`config.mk`:
```
export PLATFORM = sky130hd
export DESIGN_NAME = uart_echo_responder
export DESIGN_NICKNAME = d
export VERILOG_FILES = /design/src/rtl/uart_echo_responder.sv
export SDC_FILE = /design/constraint.sdc
export NUM_CORES = 1
export LEC_CHECK = 0
export CORE_UTILIZATION = 30
export DETAILED_ROUTE_END_ITERATION = 16
export GPL_TIMING_DRIVEN = 0
export SLEW_MARGIN = 20
export SYNTH_ARGS = -nofsm -noshare
export SYNTH_HDL_FRONTEND = slang
export SYNTH_SLANG_ARGS = --single-unit
```
`constraint.sdc`:
```
create_clock -name clk -period 2.7 [get_ports clk]
set_input_delay 0.54 -clock clk [delete_from_list [all_inputs] [get_ports clk]]
set_output_delay 0.54 -clock clk [all_outputs]
set_load 0.02 [all_outputs]
```
`src/rtl/uart_echo_responder.sv`:
```
// UART loopback peer: buffers error-free received bytes in a FIFO and re-sends them in order.
// Optional feature macro UART_ECHO_TIMEOUT_EN adds a tx_done watchdog with a sticky tx_timeout flag.
module uart_echo_responder #(
    parameter int unsigned DATA_BITS  = 8,
    parameter int unsigned DEPTH      = 8,
    parameter int unsigned GAP_CYCLES = 2,
    parameter int unsigned TX_TIMEOUT = 4096
) (
    input  logic                   clk,
    input  logic                   rst_n,
    input  logic                   echo_en,
    input  logic                   rx_done,
    input  logic [DATA_BITS-1:0]   rx_data,
    input  logic                   rx_err,
    output logic                   tx_start,
    output logic [DATA_BITS-1:0]   tx_data,
    input  logic                   tx_done,
    input  logic                   clr_flags,
    output logic                   busy,
    output logic [$clog2(DEPTH):0] fifo_count,
    output logic                   overflow,
    output logic                   err_drop
`ifdef UART_ECHO_TIMEOUT_EN
    ,
    output logic                   tx_timeout
`endif
);

    localparam int unsigned AW       = $clog2(DEPTH);
    localparam int unsigned CW       = AW + 1;
    localparam int unsigned GAP_LAST = (GAP_CYCLES > 0) ? GAP_CYCLES - 1 : 0;
    localparam int unsigned GW       = (GAP_LAST > 0) ? $clog2(GAP_LAST + 1) : 1;

    // Reject configurations the pointer arithmetic cannot support.
    if (DEPTH < 2 || (DEPTH & (DEPTH - 1)) != 0 || TX_TIMEOUT == 0) begin : g_bad_cfg
        $error("uart_echo_responder: DEPTH must be a power of 2 >= 2 and TX_TIMEOUT > 0");
    end

    typedef enum logic [1:0] {
        ST_IDLE  = 2'd0,
        ST_START = 2'd1,
        ST_WAIT  = 2'd2,
        ST_GAP   = 2'd3
    } state_e;

    state_e                 state_q;
    logic [DATA_BITS-1:0]   mem_q [DEPTH];
    logic [AW-1:0]          wr_ptr_q, wr_ptr_d;
    logic [AW-1:0]          rd_ptr_q, rd_ptr_d;
    logic [CW-1:0]          count_q, count_d;
    logic [GW-1:0]          gap_cnt_q;
    logic [DATA_BITS-1:0]   tx_data_q;
    logic                   tx_start_q;
    logic                   busy_q;
    logic                   overflow_q, overflow_d;
    logic                   err_drop_q, err_drop_d;

    logic full_c;
    logic empty_c;
    logic rx_ok_c;
    logic pop_c;
    logic push_c;

    assign full_c  = (count_q == CW'(DEPTH));
    assign empty_c = (count_q == '0);
    assign rx_ok_c = rx_done && !rx_err;
    assign pop_c   = (state_q == ST_IDLE) && echo_en && !empty_c;
    // A pop in the same cycle frees the slot, so a push into a full FIFO is still accepted.
    assign push_c  = rx_ok_c && (!full_c || pop_c);

    always_comb begin
        wr_ptr_d   = wr_ptr_q;
        rd_ptr_d   = rd_ptr_q;
        count_d    = count_q;
        overflow_d = (rx_ok_c && full_c && !pop_c) || (overflow_q && !clr_flags);
        err_drop_d = (rx_done && rx_err) || (err_drop_q && !clr_flags);
        if (push_c) begin
            wr_ptr_d = wr_ptr_q + AW'(1);
        end
        if (pop_c) begin
            rd_ptr_d = rd_ptr_q + AW'(1);
        end
        if (push_c && !pop_c) begin
            count_d = count_q + CW'(1);
        end else if (pop_c && !push_c) begin
            count_d = count_q - CW'(1);
        end
    end

    always_ff @(posedge clk) begin
        if (push_c) begin
            mem_q[wr_ptr_q] <= rx_data;
        end
    end

    always_ff @(posedge clk or negedge rst_n) begin
        if (!rst_n) begin
            wr_ptr_q   <= '0;
            rd_ptr_q   <= '0;
            count_q    <= '0;
            overflow_q <= 1'b0;
            err_drop_q <= 1'b0;
        end else begin
            wr_ptr_q   <= wr_ptr_d;
            rd_ptr_q   <= rd_ptr_d;
            count_q    <= count_d;
            overflow_q <= overflow_d;
            err_drop_q <= err_drop_d;
        end
    end

`ifdef UART_ECHO_TIMEOUT_EN
    localparam int unsigned TOW = (TX_TIMEOUT > 1) ? $clog2(TX_TIMEOUT) : 1;

    logic [TOW-1:0] to_cnt_q;
    logic           tx_timeout_q;
    logic           timeout_hit_c;

    assign timeout_hit_c = (state_q == ST_WAIT) && !tx_done && (to_cnt_q == TOW'(TX_TIMEOUT - 1));

    always_ff @(posedge clk or negedge rst_n) begin
        if (!rst_n) begin
            tx_timeout_q <= 1'b0;
        end else begin
            tx_timeout_q <= timeout_hit_c || (tx_timeout_q && !clr_flags);
        end
    end

    assign tx_timeout = tx_timeout_q;
`endif

    // Transmit sequencer: pop -> one-cycle start -> wait for done -> inter-frame gap.
    always_ff @(posedge clk or negedge rst_n) begin
        if (!rst_n) begin
            state_q    <= ST_IDLE;
            tx_start_q <= 1'b0;
            tx_data_q  <= '0;
            busy_q     <= 1'b0;
            gap_cnt_q  <= '0;
`ifdef UART_ECHO_TIMEOUT_EN
            to_cnt_q   <= '0;
`endif
        end else begin
            tx_start_q <= 1'b0;
            unique case (state_q)
                ST_IDLE: begin
                    if (pop_c) begin
                        tx_data_q  <= mem_q[rd_ptr_q];
                        tx_start_q <= 1'b1;
                        busy_q     <= 1'b1;
                        state_q    <= ST_START;
                    end
                end
                ST_START: begin
                    state_q <= ST_WAIT;
`ifdef UART_ECHO_TIMEOUT_EN
                    to_cnt_q <= '0;
`endif
                end
                ST_WAIT: begin
                    if (tx_done) begin
                        if (GAP_CYCLES > 0) begin
                            gap_cnt_q <= '0;
                            state_q   <= ST_GAP;
                        end else begin
                            busy_q  <= 1'b0;
                            state_q <= ST_IDLE;
                        end
                    end
`ifdef UART_ECHO_TIMEOUT_EN
                    else if (timeout_hit_c) begin
                        busy_q  <= 1'b0;
                        state_q <= ST_IDLE;
                    end else begin
                        to_cnt_q <= to_cnt_q + TOW'(1);
                    end
`endif
                end
                ST_GAP: begin
                    if (gap_cnt_q == GW'(GAP_LAST)) begin
                        busy_q  <= 1'b0;
                        state_q <= ST_IDLE;
                    end else begin
                        gap_cnt_q <= gap_cnt_q + GW'(1);
                    end
                end
                default: begin
                    busy_q  <= 1'b0;
                    state_q <= ST_IDLE;
                end
            endcase
        end
    end

    assign tx_start   = tx_start_q;
    assign tx_data    = tx_data_q;
    assign busy       = busy_q;
    assign fifo_count = count_q;
    assign overflow   = overflow_q;
    assign err_drop   = err_drop_q;

endmodule

```
# Word-level counts from Yosys, hierarchy flattened
# Memory sizes are Yosys's and may differ from the RTL's. A register that Yosys moved wholly into a read port is not among the register bits.
# Cells that the tools add are included.
dict set report word_totals {
  ff_bits 17
  ramBits 64
  in_bits 15
  out_inout_bits 16
  word_cells 68
  n_memories 1
}
# name depth word_bits read_ports rd_ports_with_merged_regs wr line
set memory_table {}
lappend memory_table {mem_q 8 8 1 1 1 47} ;# logic [DATA_BITS-1:0] mem_q [DEPTH];
dict set report op_classes {
  add_sub_neg 5
  eq_ne 7
  muxes 16
  n_reduce_logical 30
}
# op count
set ops {}
lappend ops {{$logic_and A1 B1 Y1} 11}
lappend ops {{$mux W1} 8}
lappend ops {{$mux W4} 2}
lappend ops {{$pmux W2 S4} 1}
lappend ops {{$logic_not A1 Y1} 7}
lappend ops {{$add A3 B1 Y3 const B} 2}
lappend ops {{$mux W2} 3}
lappend ops {{$ne A2 B2 Y1 const B} 3}
lappend ops {{$reduce_and A3 Y1} 2}
lappend ops {{$reduce_bool A2 Y1} 3}
lappend ops {{$add A4 B1 Y4 const B} 1}
lappend ops {{$eq A2 B2 Y1 const B} 2}
lappend ops {{$eq A4 B4 Y1 const B} 1}
lappend ops {{$logic_not A4 Y1} 1}
lappend ops {{$pmux W1 S2} 2}
lappend ops {{$reduce_and A2 Y1} 2}
lappend ops {{$sub A4 B1 Y4 const B} 1}
lappend ops {{$logic_or A1 B1 Y1} 3}
lappend ops {{$eq A2 B1 Y1 const B} 1}
lappend ops {{$logic_not A2 Y1} 1}
lappend ops {{$add A1 B1 Y1 const B} 1}

# Depth between registers and ports, before layout
dict set report depth {
  depth_word 9
  ltp_mapped 12
  mapped_depth_nobuf 12
}

# Worst setup path after synthesis
# No wires, ideal clock.
dict set report synth_timing {
  path_type {reg-to-reg}
  from {reg count_q[0], in the netlist fifo_count[0]}
  to {reg count_q[3], in the netlist fifo_count[3]}
  setup_time_ns 0.136
  arrival_ns 2.374
  required_time_ns 2.564
  setup_slack_ns 0.190
  stages_incl_launch_ff 10
  path_buffers 0
  period_less_slack_ns 2.510
  cell_sequence {dfrtp_1 nor4_2 nor2_1 inv_2 ha_1 inv_1 ha_1 a21o_2 a2111oi_0 o31ai_1}
}
dict set report synth_between {
  elab_chain_cells 8
  elab_cells_between_ends 16
  cone_classes {add/sub (2); eq/ne (1); mux (2); reduce/logical (11)}
}
# element line
set synth_rtl {}
lappend synth_rtl {{from (decl)} 50} ;# logic [CW-1:0] count_q, count_d;
lappend synth_rtl {{from (signal assigned)} 106} ;# count_q <= count_d;
lappend synth_rtl {{branches (longest 8 deep; another with $sub A4 B1 Y4)} --}
# Parallel ways; which one is timed is not known. The select of a mux whose other input is x is not followed.
# A chain may end at the register's enable or synchronous reset.

# Worst setup path after layout
dict set report layout_timing {
  from {in rx_err}
  to {reg count_q[3], in the netlist fifo_count[3]}
}
dict set report layout_between {
  elab_chain_cells 6
  elab_cells_between_ends 8
  cone_classes {mux (1); reduce/logical (7)}
}
# element line
set layout_rtl {}
lappend layout_rtl {{from (decl)} 14} ;# input logic rx_err,
lappend layout_rtl {{$logic_not A1 Y1 *} 66} ;# assign rx_ok_c = rx_done && !rx_err;
lappend layout_rtl {{$logic_and A1 B1 Y1 *} 66}
lappend layout_rtl {{$logic_and A1 B1 Y1 *} 69} ;# assign push_c = rx_ok_c && (!full_c || pop_c);
lappend layout_rtl {{net push_c} 62} ;# logic push_c;
lappend layout_rtl {{$logic_not A1 Y1} 85} ;# end else if (pop_c && !push_c) begin
lappend layout_rtl {{$logic_and A1 B1 Y1} 85}
lappend layout_rtl {{$reduce_bool A2 Y1 (no source line)} --}
# Mark *: on every way through the listed nets, which the timed path passes. The rest lies on a longest branch.

==> results.toml <==
[outcome]
outcome = "completed"

[placed_design]
gp_congestion = 0.766
dp_hpwl_um = 4840
dpl_cell_area_mm2 = 0.00423
placed_cells = 433
numPortBuffers = 30

[yosys]
ys_ff_latch = 89
synthArstFlopShare_pct = 28.1
ys_top_cells_by_area = "edfxtp_1 (52%), dfrtp_1 (17%), mux2i_1 (8.9%)"
avgSynthCellArea_um2 = 14.6
synth-main-ff-cell = "edfxtp_1"
synth.distinct_cells = 35
synthTopCellsByCount = "edfxtp_1 (64), mux2i_1 (33), nand2_1 (28), dfrtp_1 (25), a22oi_1 (16)"
netlist.area_leader.share_pct = 51.9
synth_edf_count = 64
synth_nets = 278
synth_top_cell_by_area = "edfxtp_1"
synth-seq-area-share_pct = 68.8
synth_most_common_cell = "edfxtp_1"
syn_area_mm2 = 0.00370
ys_warn_count = 0
syn_inst = 253

[detailed_routing]
wirelength_um = 7300
drc = 0
dr.pass1.iters = 4
num_vias = 2123
wl_per_cell_um = 16.2
antenna_left = 0
viasPerCell = 4.72
drt-initial-drc-count = 105

[global_routing]
gr-total-overflow = 0
track_usage_pct = 12.5
first_global_vias = 2168
grt_pass1_wl_um = 11700
grt_max_degree = 26
antenna_found_initial = 0

[power_and_ir_drop]
p_leak_nw = 1.71
p_int_mw = 3.23
p_clk_share_pct = 25.2
ir_worst_vdd_uv = 390
power_switching_mw = 1.66
pwr_density_cell_mw_per_mm2 = 1070
combinationalPowerShare_pct = 35.0
switching_share_pct = 33.9
pwr-share-seq_pct = 39.8

[cts]
ctsHoldBuffers = 0
cts.path.max_buffers = 2
cts_max_level = 3
path_clk_slew_ns = 0.06
cts_inserted_buffers = 9
tritoncts = "done"
clock_sinks = 89
clock_latency_ns = 0.33
root_buffer = "clkbuf_16"

[flow_run]
drv_cap = 0

[timing]
relSlewSlack_pct = 38.4
tns_ns = 0
worstMarginPinSlew_ns = 0.921
skew_ns = 0.00691
rsz0062_at_grt = "false"
whs_ns = 0.217
maxSlewViolCount = 0
finalHoldViolCount = 0
max_freq_ghz = 0.397
layout_min_cycle_time_ns = 2.52
timing.final.crit_share_pct = 93.3
setup_violations = 0

[cells_and_area]
drive_gt1_share_pct = 15.2
fin_cells = 450
multiInputGateArea_mm2 = 0.00115
diodes = 0
regArea_mm2 = 0.00255
final_util_pct = 38.2
nets = 323
areaGrowthSynthToFinish_pct = 23.8
design_area_mm2 = 0.00459
fill_cells = 1140

[worst_setup_path]
critPathLaunch = "rx_err"
worst_ep_required_time_ns = 2.91
reg2reg_slack_ns = 0.20
cp-end-kind = "flop"
rr_startpoint = "state_q[1]"
slowest_delay_ns = 0.44
path_class = "in2reg"
r2r_end = "fifo_count[3]"
crit_family = "compound AO/OA/AOI/OAI gates"
crit_slowest_cell = "clkdlybuf4s50_1"
critPathLaunchType = "primary input"
r2r_cells = 12
worstPathMaxFanout = 5
worst-path-buf-inv = 2
crit_chain = "clkdlybuf4s50_1 -> nand2b_2 -> a31oi_4 -> ha_2 -> inv_2 -> ha_1 -> a21o_2 -> a21oi_1 -> mux2i_1 -> o31ai_1"
crit_arrival_ns = 2.72

[floorplanning]
row_count = 40
die_area_mm2 = 0.0128
core_mm2 = 0.0120
initial_core_util_pct = 30.8
fp.dieW_um = 113
fp.dieH_um = 113
io_pins = 31

[hold_path]
hp-class = "in2async"
registers in the layout, summed over array words and instances, names as in the netlist:
name,count
busy,1
err_drop,1
fifo_count,4
gap_cnt_q,1
mem_q,64
overflow,1
rd_ptr_q,3
state_q,2
tx_data,8
tx_start,1
wr_ptr_q,3
layer usage:
layer,share of wire [%],up-vias,global-route usage (%)
li1,-,1035,-
met1,45,1051,15.2
met2,51,29,21.5
met3,2.6,8,3.48
met4,1.1,0,3.95
met5,0,-,0
power groups by stage:
stage	Sequential [mW]	Combinational [mW]	Clock (mW)
after global placement	1.94	1.64	0
final	1.95	1.71	1.23
after floorplan	2.03	1.02	0
after CTS	1.95	1.74	1.27
after detailed placement	1.96	1.69	0
after global routing	1.98	1.89	1.32
how the worst max path moves through the flow:
| stage | endpoint | slack [ns] | depth (start not counted) |
|---|---|---|---|
| 2_1_floorplan | fifo_count[3] | 0.19 | 9 |
| 3_3_place_gp | mem_q[0][3] | -0.74 | 5 |
| 3_5_place_dp | fifo_count[3] | -0.63 | 9 |
| 4_1_cts | fifo_count[3] | 0.02 | 9 |
| 5_1_grt | fifo_count[3] | 0.05 | 9 |
| 6_report | fifo_count[3] | 0.18 | 10 |
metrics by stage:
| step | setup slack, ns | power [mW] |
|---|---|---|
| global placement | -0.741 | 3.58 |
| global route | 0.0466 | 5.19 |
| CTS | 0.0190 | 4.95 |
| floorplan | 0.190 | 3.05 |
| finish | 0.181 | 4.89 |
| detailed placement | -0.628 | 3.65 |
cell usage in the layout (no fill, tap or decap), types with 2 or more instances in the layout:
cell	n
mux2_2	3
nor3_2	2
nor4_2	2
nor2b_1	3
clkdlybuf4s50_1	29
dfrtp_1	24
buf_2	2
edfxtp_1	64
nor3_1	4
mux2i_1	33
nand2b_1	3
xnor2_1	5
buf_4	8
o21ai_0	3
clkbuf_1	2
a22oi_1	16
ha_1	8
nand2_1	27
nor2_1	8
nand3_1	10
inv_6	3
inv_1	5
buf_1	3
clkbuf_16	9
a21oi_1	3
cells by family (layout without fill, tap and decap cells):
family	after synthesis	count (layout)	synth area share (%)
adder cells (fa/ha/maj)	10	10	3.58
flip-flops	89	89	68.8
XOR/XNOR	6	6	1.42
buffers and inverters	16	66	2.06
AO/OA/AOI/OAI	30	30	5.68
multiplexers	37	37	10.2
AND/OR/NAND/NOR	65	65	8.24
worst register-to-register path: stages, from the launching register on:
cell and delay [ns]:
dfrtp_1 0.41, inv_1 0.08, ha_1 0.20, nand2_2 0.15, nor2_4 0.08, inv_4 0.15, ha_2 0.25, inv_2 0.08
ha_1 0.27, a21o_2 0.24, a21oi_1 0.17, mux2i_1 0.21, o31ai_1 0.09
repair_timing:
action | in CTS | in global routing
resized for setup | 10 | 3
endpoints found under the setup margin | 1 | 1
pin swaps | 0 | 1
buffers inserted | 0 | 1
cell type report:
class / count / area share, %
plain buffers: 9 / 1.09
inverters: 7 / 0.628
repair buffers: 34 / 7.09
multi-input cells: 148 / 25.0
clock inverters: 6 / 1.58
flip-flops and latches: 89 / 55.6
well taps: 147 / 4.01
clock buffers: 10 / 4.99
Power figures use the tool's default switching activity.
